--- config.mk ---
export PLATFORM = sky130hd
export DESIGN_NAME = mips_fetch_stage
export DESIGN_NICKNAME = d
export VERILOG_FILES = /design/src/rtl/mips_fetch_stage.sv
export SDC_FILE = /design/constraint.sdc
export NUM_CORES = 1
export LEC_CHECK = 0
export CAP_MARGIN = 0
export CORE_ASPECT_RATIO = 0.9
export CORE_MARGIN = 2
export CORE_UTILIZATION = 55
export CTS_BUF_LIST = sky130_fd_sc_hd__clkbuf_4
export CTS_CLUSTER_SIZE = 8
export DETAILED_ROUTE_END_ITERATION = 10
export GPL_TIMING_DRIVEN = 0
export PLACE_DENSITY_LB_ADDON = 0.08
export SLEW_MARGIN = 10
export SYNTH_ARGS = -nofsm -noshare
export SYNTH_HDL_FRONTEND = slang
export SYNTH_SLANG_ARGS = --single-unit
--- constraint.sdc ---
create_clock -name clock -period 10.95 [get_ports clock]
set_input_delay 1.095 -clock clock [delete_from_list [all_inputs] [get_ports clock]]
set_output_delay 1.095 -clock clock [all_outputs]
set_load 0.05 [all_outputs]
--- src/rtl/mips_fetch_stage.sv ---
// Instruction fetch for the 5-stage MIPS pipeline.
// Owns the PC, reads a 1-cycle imem and buffers words for decode.
module mips_fetch_stage #(
    parameter logic [31:0] RESET_PC = 32'h0000_0000,
    parameter int          DEPTH    = 2,
    parameter int          IMEM_AW  = 10,
    parameter logic [31:0] NOP      = 32'h0000_0020
) (
    input  logic               clock,
    input  logic               reset,
    output logic               imem_req,
    output logic [IMEM_AW-1:0] imem_addr,
    input  logic [31:0]        imem_rdata,
    input  logic               redirect_valid,
    input  logic [31:0]        redirect_pc,
    input  logic               id_ready,
    output logic               out_valid,
    output logic [31:0]        out_ir,
    output logic [31:0]        out_pc4,
    output logic [15:0]        fetch_count
);

    localparam int PW = $clog2(DEPTH);

    logic [31:0]   pc;
    logic [31:0]   fifo_ir  [DEPTH];
    logic [31:0]   fifo_pc4 [DEPTH];
    logic [PW-1:0] wptr;
    logic [PW-1:0] rptr;
    logic [PW:0]   cnt;
    logic          inflight;
    logic [31:0]   infl_pc4;

    logic          head_valid;
    logic          deq;
    logic          enq;
    logic          pop;
    logic [PW+1:0] occ;
    logic [PW+1:0] need;
    logic          unused_ok;

    assign unused_ok = ^redirect_pc[1:0];

    assign imem_addr = pc[IMEM_AW+1:2];

    // The in-flight response counts as an occupied slot; when the
    // buffer is empty it is shown to decode straight from imem.
    always_comb begin
        head_valid = (cnt != '0);
        out_valid  = head_valid | inflight;
        out_ir     = NOP;
        out_pc4    = 32'd0;
        if (head_valid) begin
            out_ir  = fifo_ir[rptr];
            out_pc4 = fifo_pc4[rptr];
        end else if (inflight) begin
            out_ir  = imem_rdata;
            out_pc4 = infl_pc4;
        end
        deq  = out_valid & id_ready;
        pop  = head_valid & deq;
        enq  = inflight & ~(~head_valid & deq);
        occ  = {1'b0, cnt} + {{(PW+1){1'b0}}, inflight};
        need = occ - {{(PW+1){1'b0}}, deq};
        imem_req = ~reset & ~redirect_valid
                 & (need < (PW+2)'(DEPTH));
    end

    // Buffer storage; contents are don't-care while unoccupied.
    always_ff @(posedge clock) begin
        if (enq && !redirect_valid) begin
            fifo_ir[wptr]  <= imem_rdata;
            fifo_pc4[wptr] <= infl_pc4;
        end
    end

    // PC, buffer pointers, in-flight tracking and delivery count.
    always_ff @(posedge clock or posedge reset) begin
        if (reset) begin
            pc          <= RESET_PC;
            wptr        <= '0;
            rptr        <= '0;
            cnt         <= '0;
            inflight    <= 1'b0;
            infl_pc4    <= 32'd0;
            fetch_count <= 16'd0;
        end else begin
            fetch_count <= fetch_count + {15'd0, deq};
            if (redirect_valid) begin
                pc       <= {redirect_pc[31:2], 2'b00};
                wptr     <= '0;
                rptr     <= '0;
                cnt      <= '0;
                inflight <= 1'b0;
            end else begin
                if (enq) begin
                    wptr <= wptr + PW'(1);
                end
                if (pop) begin
                    rptr <= rptr + PW'(1);
                end
                cnt <= cnt + {{PW{1'b0}}, enq}
                           - {{PW{1'b0}}, pop};
                inflight <= imem_req;
                if (imem_req) begin
                    pc       <= pc + 32'd4;
                    infl_pc4 <= pc + 32'd4;
                end
            end
        end
    end

endmodule

Yosys cells after proc, flatten, opt, wreduce, memory -nomap -nowiden
Memories as Yosys holds them, arrays and structs flattened. Index checks and enable logic that the tools add are counted.

Add/sub/neg operators: 8. Magnitude comparators: 1. Mux-type cells: 14. Bitwise logic cells: 11. Reductions and logical operators: 7.

Operators with widths (number): two-way mux 32 bit (6); adder 32 x 3 -> 32 bit (second input constant) (1); adder 16 x 1 -> 16 bit (1); nonzero test 2 bit (4); two-way mux 1 bit (7); AND 1 bit (6); NOT 1 bit (4); adder 2 x 1 -> 3 bit (1); < comparator 3 x 2 -> 1 bit (second input constant) (1); subtractor 3 x 1 -> 3 bit (1); adder 1 bit (second input constant) (2); adder 2 x 1 -> 2 bit (1); two-way mux 2 bit (1); AND reduction 2 bit (1); subtractor 2 x 1 -> 2 bit (1); logical AND 1 bit (1); zero test 1 bit (1); bitwise OR 1 bit (1).

Flip-flop bits (word level): 85. RAM bits: 128. Output and inout port bits: 92. Memories: 2.

Memories: fifo_ir (words 2, bits a word 32, read ports 1, clocked after Yosys merged registers in 0, write ports 1, RTL line 26) `logic [31:0] fifo_ir [DEPTH];`; fifo_pc4 (words 2, bits a word 32, read ports 1, clocked after Yosys merged registers in 0, write ports 1, RTL line 27) `logic [31:0] fifo_pc4 [DEPTH];`.

Longest topological paths before layout
Gate-level depths: netlist of run 1.

Word-level depth: 9. Depth in mapped cells: 15.

Least setup slack after synthesis of run 1
OpenSTA, ideal clock, no wires.

Kind: input to register. Start point: input redirect_valid. End point: memory fifo_ir[1][0], enable pin. Setup time: 0.571 ns. Arrival time: 6.062 ns. Data required time: 10.379 ns. Slack: 4.317 ns. Cell stages on the path: 3. Buffers on the path: 2. Path through: clkbuf_1 -> clkbuf_1 -> nor3b_1.

Word-level cells in the longest chain between the ends: 4.

Ends and longest elaborated chain: start, declared (RTL line 14) `input logic redirect_valid,`; zero test 1 bit (RTL line 71) `if (enq && !redirect_valid) begin`; logical AND 1 bit (RTL line 71); two-way mux 1 bit (RTL line 71); two-way mux 1 bit (implied by the code) (RTL line 72) `fifo_ir[wptr] <= imem_rdata;`; end, declared (RTL line 26).

Every way passes these cells.

Worst setup path after layout of run 1
Start point: register cnt[1]. End point: output imem_req.

Word-level cells in the longest chain between the ends: 6. Elaborated cells on any way between the ends: 7. Classes of those cells: add/sub: 2; order compare: 1; bitwise: 3; reduce/logical: 1.

Ends and longest elaborated chain: start, declared (RTL line 30) `logic [PW:0] cnt;`; start signal, assigned (RTL line 102) `cnt <= cnt + {{PW{1'b0}}, enq}`; nonzero test 2 bit (RTL line 49) `head_valid = (cnt != '0);`; bitwise OR 1 bit (RTL line 50) `out_valid = head_valid | inflight;`; AND 1 bit (RTL line 60) `deq = out_valid & id_ready;`; subtractor 3 x 1 -> 3 bit (*) (RTL line 64) `need = occ - {{(PW+1){1'b0}}, deq};`; < comparator 3 x 2 -> 1 bit (*) (RTL line 66) `& (need < (PW+2)'(DEPTH));`; AND 1 bit (*) (RTL line 66); end, declared (RTL line 11) `output logic imem_req,`.

Every way passes the cells marked *; elsewhere a longest branch is shown, timed or not.

==> reports/qor.yml, run 1 <==
outcome:
  status: "complete, no violations"
logic_synthesis:
  yosysSeqAreaShare: 0.6307
  synth-edff-count: 124
  netlist.area_leader.share: 0.4084
  synth_cells: 742
  synth_warnings: 0
  ys_ff_latch: 205
  syn-cell-area_mm2: 0.009117
  async_reset_ff_frac: 0.3951
  synth_area_leaders: "edfxtp_1 41%, dfrtp_1 22%, mux2i_1 6.9%"
  synth_flop_cell: "edfxtp_1"
  yosysTopAreaCell: "edfxtp_1"
  synth.avg_cell_area_um2: 12.29
  ys_types: 46
critical_path:
  end_kind: "output port"
  crit_family: "buffers and inverters"
  cp_num_buf_inv: 6
  crit_type: "reg -> out"
  cp-start-kind: "flop"
  max_stage_delay_ps: 800
  worstPathCellList: "nor2_1 > clkbuf_1 > nand2_1 > and2_1 > ha_1 > nand2b_1 > fa_1 > xor2_1 > or4b_4 > buf_6 > buf_6 > clkbuf_1 > inv_1 > clkdlybuf4s50_1"
  critPathMaxFanout: 10
  critPathRequiredTime_ps: 9860
  arrival_ps: 5620
  cp_slowest_cell: "clkdlybuf4s50_1"
global_route:
  antenna_found_initial: 0
  grt_max_degree: 46
  use_met3: 0.04639
  gr-usage-met1: 0.3649
  grt_busiest_layer: "met2"
  grt_pass1_vias: 7032
  grt_usage: 0.2585
  grt_pass1_wl_mm: 36.34
  grt_overflow_total: 0
  met2_usage: 0.4103
routing:
  vias_per_cell: 5.690
  drt-wirelength-per-cell_um: 18.56
  routed_wl_mm: 22.59
  drc: 0
  vias: 6925
  dr.first_iter.drc_count: 499
  firstDrtPassIters: 7
  ant_nets: 0
clocking:
  clock_path_buffers: 3
  numCtsBuffers: 52
  hold_buffers: 0
  clkTransAtPathRegs_ps: 70
  postCtsSetupBuffers: 0
  insertion_delay_ps: 660
  clock_sinks: 205
  cts_resized: 0
  root_buffer: "clkbuf_4"
  cts_tree: "built"
  cts_htree_levels: 2
power:
  power_density_mw_per_mm2: 316.5
  leakage_uw: 0.004381
  switching_share: 0.4683
  irDropWorstVdd_uv: 230.3
  p_switching_uw: 1750
  p_int_uw: 1987
  seqPwrFrac: 0.306
  clkPwrFrac: 0.177
  power_frac_comb: 0.517
die:
  ios: 160
  die_h_um: 126.1
  start_util: 0.5633
  die-area_mm2: 0.01762
  num_rows: 44
  core_area_mm2: 0.01619
  die_w_um: 139.7
placed_design:
  gp_congestion: 0.8552
  place_area_mm2: 0.01111
  detailed_place_hpwl_mm: 16.00
  port_buffers: 155
cells_and_area:
  multi_input_area_mm2: 0.003029
  area_delta_synth_final_pct: 29.52
  ff_latch_area_mm2: 0.005751
  nFillCells: 1153
  stdcell_area_mm2: 0.01181
  nets: 1042
  diodes: 0
  drive_above_1_share: 0.1366
sta:
  tns_ps: 0
  relSlewSlack: 0.4321
  finalCritPeriodShare: 0.6131
  rsz0062_at_grt: "false"
  worst_pin_slew_ps: 851.9
  drv_slew: 0
  timing.fmax_mhz: 149.0
  finalSetupViolCount: 0
  hold_violations: 0
  period_needed_ps: 6713
  fin_worst_skew_ps: 41.31
worst_hold_path:
  hp-class: "reg -> reg"
job:
  drv_cap: 0
## registers in the layout, summed over array words and instances (netlist names)
| register | cells |
|---|---|
| pc | 30 |
| inflight | 1 |
| fifo_ir | 64 |
| infl_pc4 | 30 |
| fifo_pc4 | 60 |
| fetch_count | 16 |
| cnt | 2 |
| rptr | 1 |
| wptr | 1 |
## metal layers
metal | vias to the layer above | part of all wire
li1 | 3210 | -
met1 | 3407 | 0.43
met2 | 274 | 0.48
met3 | 34 | 0.070
met4 | 0 | 0.018
met5 | - | 0
## cells in the final DEF, fill, tap and decap left out, types with 15 or more instances in the layout
master	count
clkdlybuf4s50_1	155
nand3_1	80
clkbuf_1	29
dfrtp_1	81
nand2_1	51
buf_4	18
xor2_1	26
xnor2_1	20
clkbuf_4	88
nor2_1	16
o21ai_0	108
nand4_1	15
edfxtp_1	124
mux2i_1	63
## cells in the mapped netlist (all sizes together) (5+ instances only)
cell,n
nor3,9
o21ai,109
and2,5
nor2,17
nand4,15
a22oi,13
buf,30
ha,6
nand3,80
mux2i,63
xor2,26
a21o,5
and3,7
inv,9
dfrtp,81
clkbuf,30
edfxtp,124
a221o,11
xnor2,20
nand2,51
## per-stage QoR
stage	worst slack [ps]	total power [µW]	instances	utilization	hold slack, ps
final	4237	3737	1217	0.7296	468.3
after global routing	3918	3937	1217	0.7296	498.5
after global placement	1044	3040	1105	0.6754	460.9
after CTS	4187	3757	1217	0.7296	473.7
after floorplan	4317	2420	743	-	463.2
after detailed placement	4922	3089	1120	0.6862	461.3
## power groups by stage
stage                     Combinational, µW  Sequential (µW)  Clock (µW)
after floorplan                        1280             1140           0
after global placement                 1890             1150           0
after detailed placement               1930             1150           0
after CTS                              1940             1140         675
after global routing                   2060             1160         718
final                                  1930             1140         660
## worst reg2reg max path, delay by kind of cell, from the launching register on
kind                     cells  cell delay, ps
XOR/XNOR                     1             150
AND/OR/NAND/NOR              6            1880
flip-flops                   1             450
buffers and inverters        4            1120
AO/OA/AOI/OAI                1             100
adder cells (fa/ha/maj)      2             630
## final timing paths
kind                                  from         endpoint  slack (ps)  cells after the start
max in group asynchronous            reset     infl_pc4[28]        9410                      3
min in group asynchronous            reset   fetch_count[4]         940                      2
setup / recovery                    cnt[1]         imem_req        4240                     14
hold reg to reg            fetch_count[15]  fetch_count[15]         470                      1
hold / removal             fetch_count[15]  fetch_count[15]         470                      1
setup reg to reg                    cnt[1]     infl_pc4[29]        6460                     14
## logic make-up after synthesis
kind of cell / synth area share
AOI/OAI and AO/OA: 0.09579
adders and majority gates: 0.01043
buffers and inverters: 0.03856
muxes: 0.06916
xor gates and xnor gates: 0.04419
other: 0.0004113
DFF: 0.6307
and+or+nand+nor: 0.1107
## cell type report
cell class                      instances  area share
Clock inverter                          9    0.003497
Inverter                               10    0.003814
Sequential cell                       205      0.4870
Buffer                                 60     0.02617
Tap cell                              207     0.02193
Timing Repair Buffer                  170      0.1452
Clock buffer                           88     0.05594
Multi-Input combinational cell        468      0.2565
Note: power is estimated with default switching activity, not from simulation.
==> inputs of run 2 (changes only) <==
--- a/config.mk
+++ b/config.mk
@@ -8,7 +8,7 @@
 export CAP_MARGIN = 0
 export CORE_ASPECT_RATIO = 0.9
 export CORE_MARGIN = 2
-export CORE_UTILIZATION = 55
+export CORE_UTILIZATION = 49
 export CTS_BUF_LIST = sky130_fd_sc_hd__clkbuf_4
 export CTS_CLUSTER_SIZE = 8
 export DETAILED_ROUTE_END_ITERATION = 10
==> constraint.sdc (replaced) <==
create_clock -name clock -period 5.57 [get_ports clock]
set_input_delay 0.557 -clock clock [delete_from_list [all_inputs] [get_ports clock]]
set_output_delay 0.557 -clock clock [all_outputs]
set_load 0.05 [all_outputs]
==> run 2 against run 1 <==
Worst hold slack worse by 96 ps. Cell count up 2.1%. Critical path type unchanged. Wire length shrank 1.8%. Combinational power rose by 96%. Largest cell class unchanged. Worst setup slack got worse by 3900 ps. Total power rose by 94%. Largest power group unchanged. Register-to-register slack lost 4900 ps. Flip-flop and latch count stayed put. Clock skew fell by 6.1 ps. Utilization down 8.4 points.
==> reports/qor.yml, run 2 (same netlist as run 1, synthesis figures left out) <==
routing:
  routed_wl_mm: 22.17  # was 22.59 mm
  ant_nets: 0  # unchanged
  drt-wirelength-per-cell_um: 17.85  # was 18.56 µm
  vias: 6726  # was 6925
  dr.first_iter.drc_count: 389  # was 499
  vias_per_cell: 5.415  # was 5.690
  drc: 0  # unchanged
  firstDrtPassIters: 5  # was 7
power:
  totalPowerFinal_uw: 7255  # was 3737 µW
  seqPwrFrac: 0.309  # was 0.306
  p_switching_uw: 3410  # was 1750 µW
  p_int_uw: 3844  # was 1987 µW
  switching_share: 0.4701  # was 0.4683
  clkPwrFrac: 0.168  # was 0.177
  leakage_uw: 0.004343  # was 0.004381 µW
  irDropWorstVdd_uv: 350.5  # was 230.3 µV
  power_density_mw_per_mm2: 614.7  # was 316.5 mW/mm²
  power_frac_comb: 0.523  # was 0.517
global_route:
  grt_pass1_vias: 6764  # was 7032
  grt_max_degree: 50  # was 46
  grt_overflow_total: 0  # unchanged
  antenna_found_initial: 1  # was 0
  grt_usage: 0.2278  # was 0.2585
  grt_pass1_wl_mm: 35.62  # was 36.34 mm
sta:
  tns_ps: 0  # unchanged
  drv_slew: 0  # unchanged
  hold_violations: 0  # unchanged
  finalSetupViolCount: 0  # unchanged
  worst_pin_slew_ps: 854.4  # was 851.9 ps
  timing.fmax_mhz: 192.9
  fin_worst_skew_ps: 35.23  # was 41.31 ps
  relSlewSlack: 0.4304  # was 0.4321
  period_needed_ps: 5184
  rsz0062_at_grt: "false"  # unchanged
  setup_slack_ps: 385.9  # was 4237 ps
  finalCritPeriodShare: 0.9307
critical_path:
  cp_slowest_cell: "or4b_4"  # was clkdlybuf4s50_1
  crit_type: "reg -> out"  # unchanged
  worstPathCellList: "nor2_2 > clkbuf_2 > nand2_1 > and2_1 > ha_1 > nand2b_1 > fa_1 > xor2_1 > or4b_4 > buf_6 > buf_6 > clkbuf_1 > inv_1 > clkbuf_2"  # was nor2_1 > clkbuf_1 > nand2_1 > and2_1 > ha_1 > nand2b_1 > fa_1 > xor2_1 > or4b_4 > buf_6 > buf_6 > clkbuf_1 > inv_1 > clkdlybuf4s50_1
  critPathRequiredTime_ps: 5010  # was 9860 ps
  critPathMaxFanout: 10  # unchanged
  max_stage_delay_ps: 520  # was 800 ps
  arrival_ps: 4630  # was 5620 ps
  end_kind: "output port"  # unchanged
  cp-start-kind: "flop"  # unchanged
die:
  num_rows: 47  # was 44
  start_util: 0.4985  # was 0.5633
  ios: 160  # unchanged
  die_h_um: 133.4  # was 126.1 µm
  die_w_um: 147.8  # was 139.7 µm
  die-area_mm2: 0.01972  # was 0.01762 mm²
  core_area_mm2: 0.01829  # was 0.01619 mm²
cells_and_area:
  nFillCells: 1444  # was 1153
  drive_above_1_share: 0.1275  # was 0.1366
  area_delta_synth_final_pct: 29.44  # was 29.52%
  biggestRegsByFlops: "fifo_ir (64), fifo_pc4 (60)"  # unchanged
  layout.cells.most_common: "clkdlybuf4s50_1"  # unchanged
  instances_no_fill: 1242  # was 1217
  nets: 1037  # was 1042
  final_cell_mix: "154 x clkdlybuf4s50_1, 124 x edfxtp_1, 108 x o21ai_0"  # was 155 x clkdlybuf4s50_1, 124 x edfxtp_1, 108 x o21ai_0
  largest_register_ffs: 64  # unchanged
  regMostFlops: "fifo_ir"  # unchanged
worst_hold_path:
  hp-class: "in -> async"  # was reg -> reg
clocking:
  cts_tree: "built"  # unchanged
  clkTransAtPathRegs_ps: 70  # about the same
  cts_htree_levels: 2  # unchanged
  numCtsBuffers: 53  # was 52
  insertion_delay_ps: 650  # was 660 ps
  clock_sinks: 205  # unchanged
  clock_path_buffers: 3  # unchanged
  hold_buffers: 0  # unchanged
  root_buffer: "clkbuf_4"  # unchanged
placed_design:
  dp_cells: 1152  # was 1120
  port_buffers: 155  # unchanged
  detailed_place_hpwl_mm: 15.62  # was 16.00 mm
  gp_congestion: 0.9070  # was 0.8552
  dp_slack_ps: 98.39  # was 4922 ps
job:
  drv_cap: 0  # unchanged
outcome:
  status: "complete, no violations"  # unchanged
-- run 2: path summary, 6_finish.rpt --
| kind | from | endpoint | slack, ps | depth (start not counted) |
|---|---|---|---|---|
| max in group asynchronous | reset | fetch_count[0] | 4600 | 3 |
| worst max register to register | cnt[1] | pc[26] | 1550 | 15 |
| min in group clock | fetch_count[15] | fetch_count[15] | 470 | 1 |
| worst min-delay path | reset | pc[17] | 370 | 2 |
| worst min register to register | fetch_count[15] | fetch_count[15] | 470 | 1 |
| worst max-delay path | cnt[1] | imem_req | 390 | 14 |
-- run 2: final cells by class --
class	instances	area, µm²	area share
Buffer	60	310.3	0.02629
Sequential cell	205	5751	0.4873
Tap cell	245	306.5	0.02598
Timing Repair Buffer	164	1707	0.1446
Antenna cell	1	2.502	0.0002120
Clock buffer	80	600.6	0.05089
Multi-Input combinational cell	468	3044	0.2580
Clock inverter	9	35.03	0.002969
Inverter	10	45.04	0.003817
-- run 2: routing by layer --
metal / GRT usage / vias up / wire length (µm)
li1: - / 3198 / -
met1: 0.3366 / 3265 / 10300
met2: 0.3393 / 230 / 9925
met3: 0.04829 / 33 / 1527
met4: 0.07425 / 0 / 420
met5: 0 / - / 0
-- run 2: what timing repair did --
item / in CTS / in global routing
buffers inserted: 0 / 0
gates resized for setup: 3 / 2
setup endpoints to repair: 1 / 1
-- run 2: critical path, delay by kind of cell, from the launching register on --
kind	cells	cell delay, ps
XOR/XNOR	1	170
flip-flops	1	460
adder cells (fa/ha/maj)	2	660
AND/OR/NAND/NOR	5	1430
buffers and inverters	6	1280
-- run 2: power by group through the flow --
stage          sequential (µW)  clock, µW  combinational, µW
2_1_floorplan             2240          0               2510
3_3_place_gp              2250          0               3750
3_5_place_dp              2260          0               3810
4_1_cts                   2230       1260               3820
5_1_grt                   2280       1330               4020
6_report                  2240       1220               3790
-- run 2: stage by stage --
stage                 util  area, µm²  hold slack (ps)
finish              0.6453      11800            372.4
global placement    0.6009      10990            462.3
detailed placement  0.6105      11160            461.2
CTS                 0.6453      11800            313.7
global route        0.6453      11800            371.3
floorplan                -       9131            463.2
==> edit: new RTL, config.mk and constraints of run 1 <==
Change the parameter `IMEM_AW` from 10 to 11.
--- a/src/rtl/mips_fetch_stage.sv
+++ b/src/rtl/mips_fetch_stage.sv
@@ -4,5 +4,5 @@
     parameter logic [31:0] RESET_PC = 32'h0000_0000,
     parameter int          DEPTH    = 2,
-    parameter int          IMEM_AW  = 10,
+    parameter int          IMEM_AW  = 11,
     parameter logic [31:0] NOP      = 32'h0000_0020
 ) (
Interface: changed (resized imem_addr); port bits go from 160 to 161. No check against the original RTL was run, so the function may have changed too.
==> edit against run 1 <==
Cell area decreased by 0.42%; sequential cell count unchanged; power decreased by 0.72%; worst hold slack improved by 0.0075 ns; critical path type unchanged; largest power group unchanged; worst setup slack improved by 0.050 ns; sequential share of layout area increased by 0.21 points; area after synthesis about the same; wire length decreased by 0.81%.
==> edit: results (changes against run 1) <==
INFO  metric numCtsBuffers = 51 (was 52)
INFO  metric gp_congestion = 0.915 (was 0.855)
INFO  metric post_dp_cell_area = 11,100 sq um (about the same)
INFO  metric dr.pass1.iters = 6 (was 7)
INFO  metric leak_pwr = 4.36 nW (was 4.38 nW)
INFO  metric fin_skew = 0.0239 ns (was 0.0413 ns)
INFO  metric global_route.usage.total = 25.5% (was 25.9%)
INFO  metric cts_resized = 0 (unchanged)
INFO  metric clk-power = 0.631 mW (was 0.660 mW)
INFO  metric synth_seq_area_share = 63.0% (was 63.1%)
INFO  metric p_clk_share = 17.0% (was 17.7%)
INFO  metric grt_max_degree = 66 (was 46)
INFO  metric placedCellCount = 1,121 (was 1,120)
INFO  metric vdd.ir_drop.worst = 0.238 mV (was 0.230 mV)
INFO  metric final_net_count = 1,042 (unchanged)
INFO  metric pre_cts_ws = 4.98 ns (was 4.92 ns)
INFO  metric syn-mean-instance-area = 12.3 sq um (about the same)
INFO  metric synth.area.top_cells = sky130_fd_sc_hd__edfxtp_1 41%, sky130_fd_sc_hd__dfrtp_1 22%, sky130_fd_sc_hd__mux2i_1 6.9% (unchanged)
INFO  metric clk_transition_reported_paths = 0.07 ns (about the same)
INFO  metric critical_path.slowest_cell = sky130_fd_sc_hd__clkdlybuf4s50_1 (unchanged)
INFO  metric internal_power = 1.97 mW (was 1.99 mW)
INFO  metric drt-wirelength-per-cell = 18.5 um (was 18.6 um)
INFO  metric hold_ws = 0.476 ns (was 0.468 ns)
INFO  metric post-dp-hpwl = 15.5 mm (was 16.0 mm)
INFO  metric f_max = 150 MHz (was 149 MHz)
INFO  metric max-slew-margin-rel = 44.4% (was 43.2%)
INFO  metric via_count = 6,972 (was 6,925)
INFO  metric layout.filler_cells = 1,131 (was 1,153)
INFO  metric outcome = completed (unchanged)
INFO  metric grt_first_pass_wirelength = 36.0 mm (was 36.3 mm)
INFO  metric first_iter_violations = 556 (was 499)
INFO  metric drive_above_1_share = 13.1% (was 13.7%)
INFO  metric timing.reg2reg.setup_slack = 6.49 ns (was 6.46 ns)
[edit: cell count changes after synthesis, sizes merged]
cell  before  now
buf       30   31
[edit: cells by family after synthesis]
logic type / after synthesis / share of synthesized area (%)
buffers and inverters: 71 / 3.94
flip-flops: 205 / 63.0
XOR/XNOR: 46 / 4.42
other: 1 / 0.0411
multiplexers: 63 / 6.91
AND/OR/NAND/NOR: 201 / 11.1
AO/OA/AOI/OAI: 149 / 9.57
adder cells (fa/ha/maj): 7 / 1.04
[edit: final timing paths]
kind                                  from         endpoint  cells after the start
max                                 cnt[1]         imem_req                     14
max in group asynchronous            reset           pc[30]                      3
max reg2reg                         cnt[1]     infl_pc4[26]                     14
min                        fetch_count[15]  fetch_count[15]                      1
min reg2reg                fetch_count[15]  fetch_count[15]                      1
min in group asynchronous            reset         inflight                      2
[edit: area by class of cell]
| cell class | count | area [sq um] | area share [%] |
|---|---|---|---|
| Multi-Input combinational cell | 468 | 3030 | 25.8 |
| Clock buffer | 82 | 616 | 5.24 |
| Inverter | 10 | 45.0 | 0.383 |
| Buffer | 61 | 317 | 2.69 |
| Clock inverter | 10 | 41.3 | 0.351 |
| Tap cell | 207 | 259 | 2.20 |
| Sequential cell | 205 | 5750 | 48.9 |
| Timing Repair Buffer | 170 | 1700 | 14.5 |
[edit: routing by layer]
metal | track usage [%] | up-vias | share of wire, %
li1 | - | 3233 | -
met1 | 35.2 | 3394 | 44
met2 | 40.6 | 305 | 47
met3 | 5.44 | 40 | 7.3
met4 | 8.82 | 0 | 2.0
met5 | 0 | - | 0
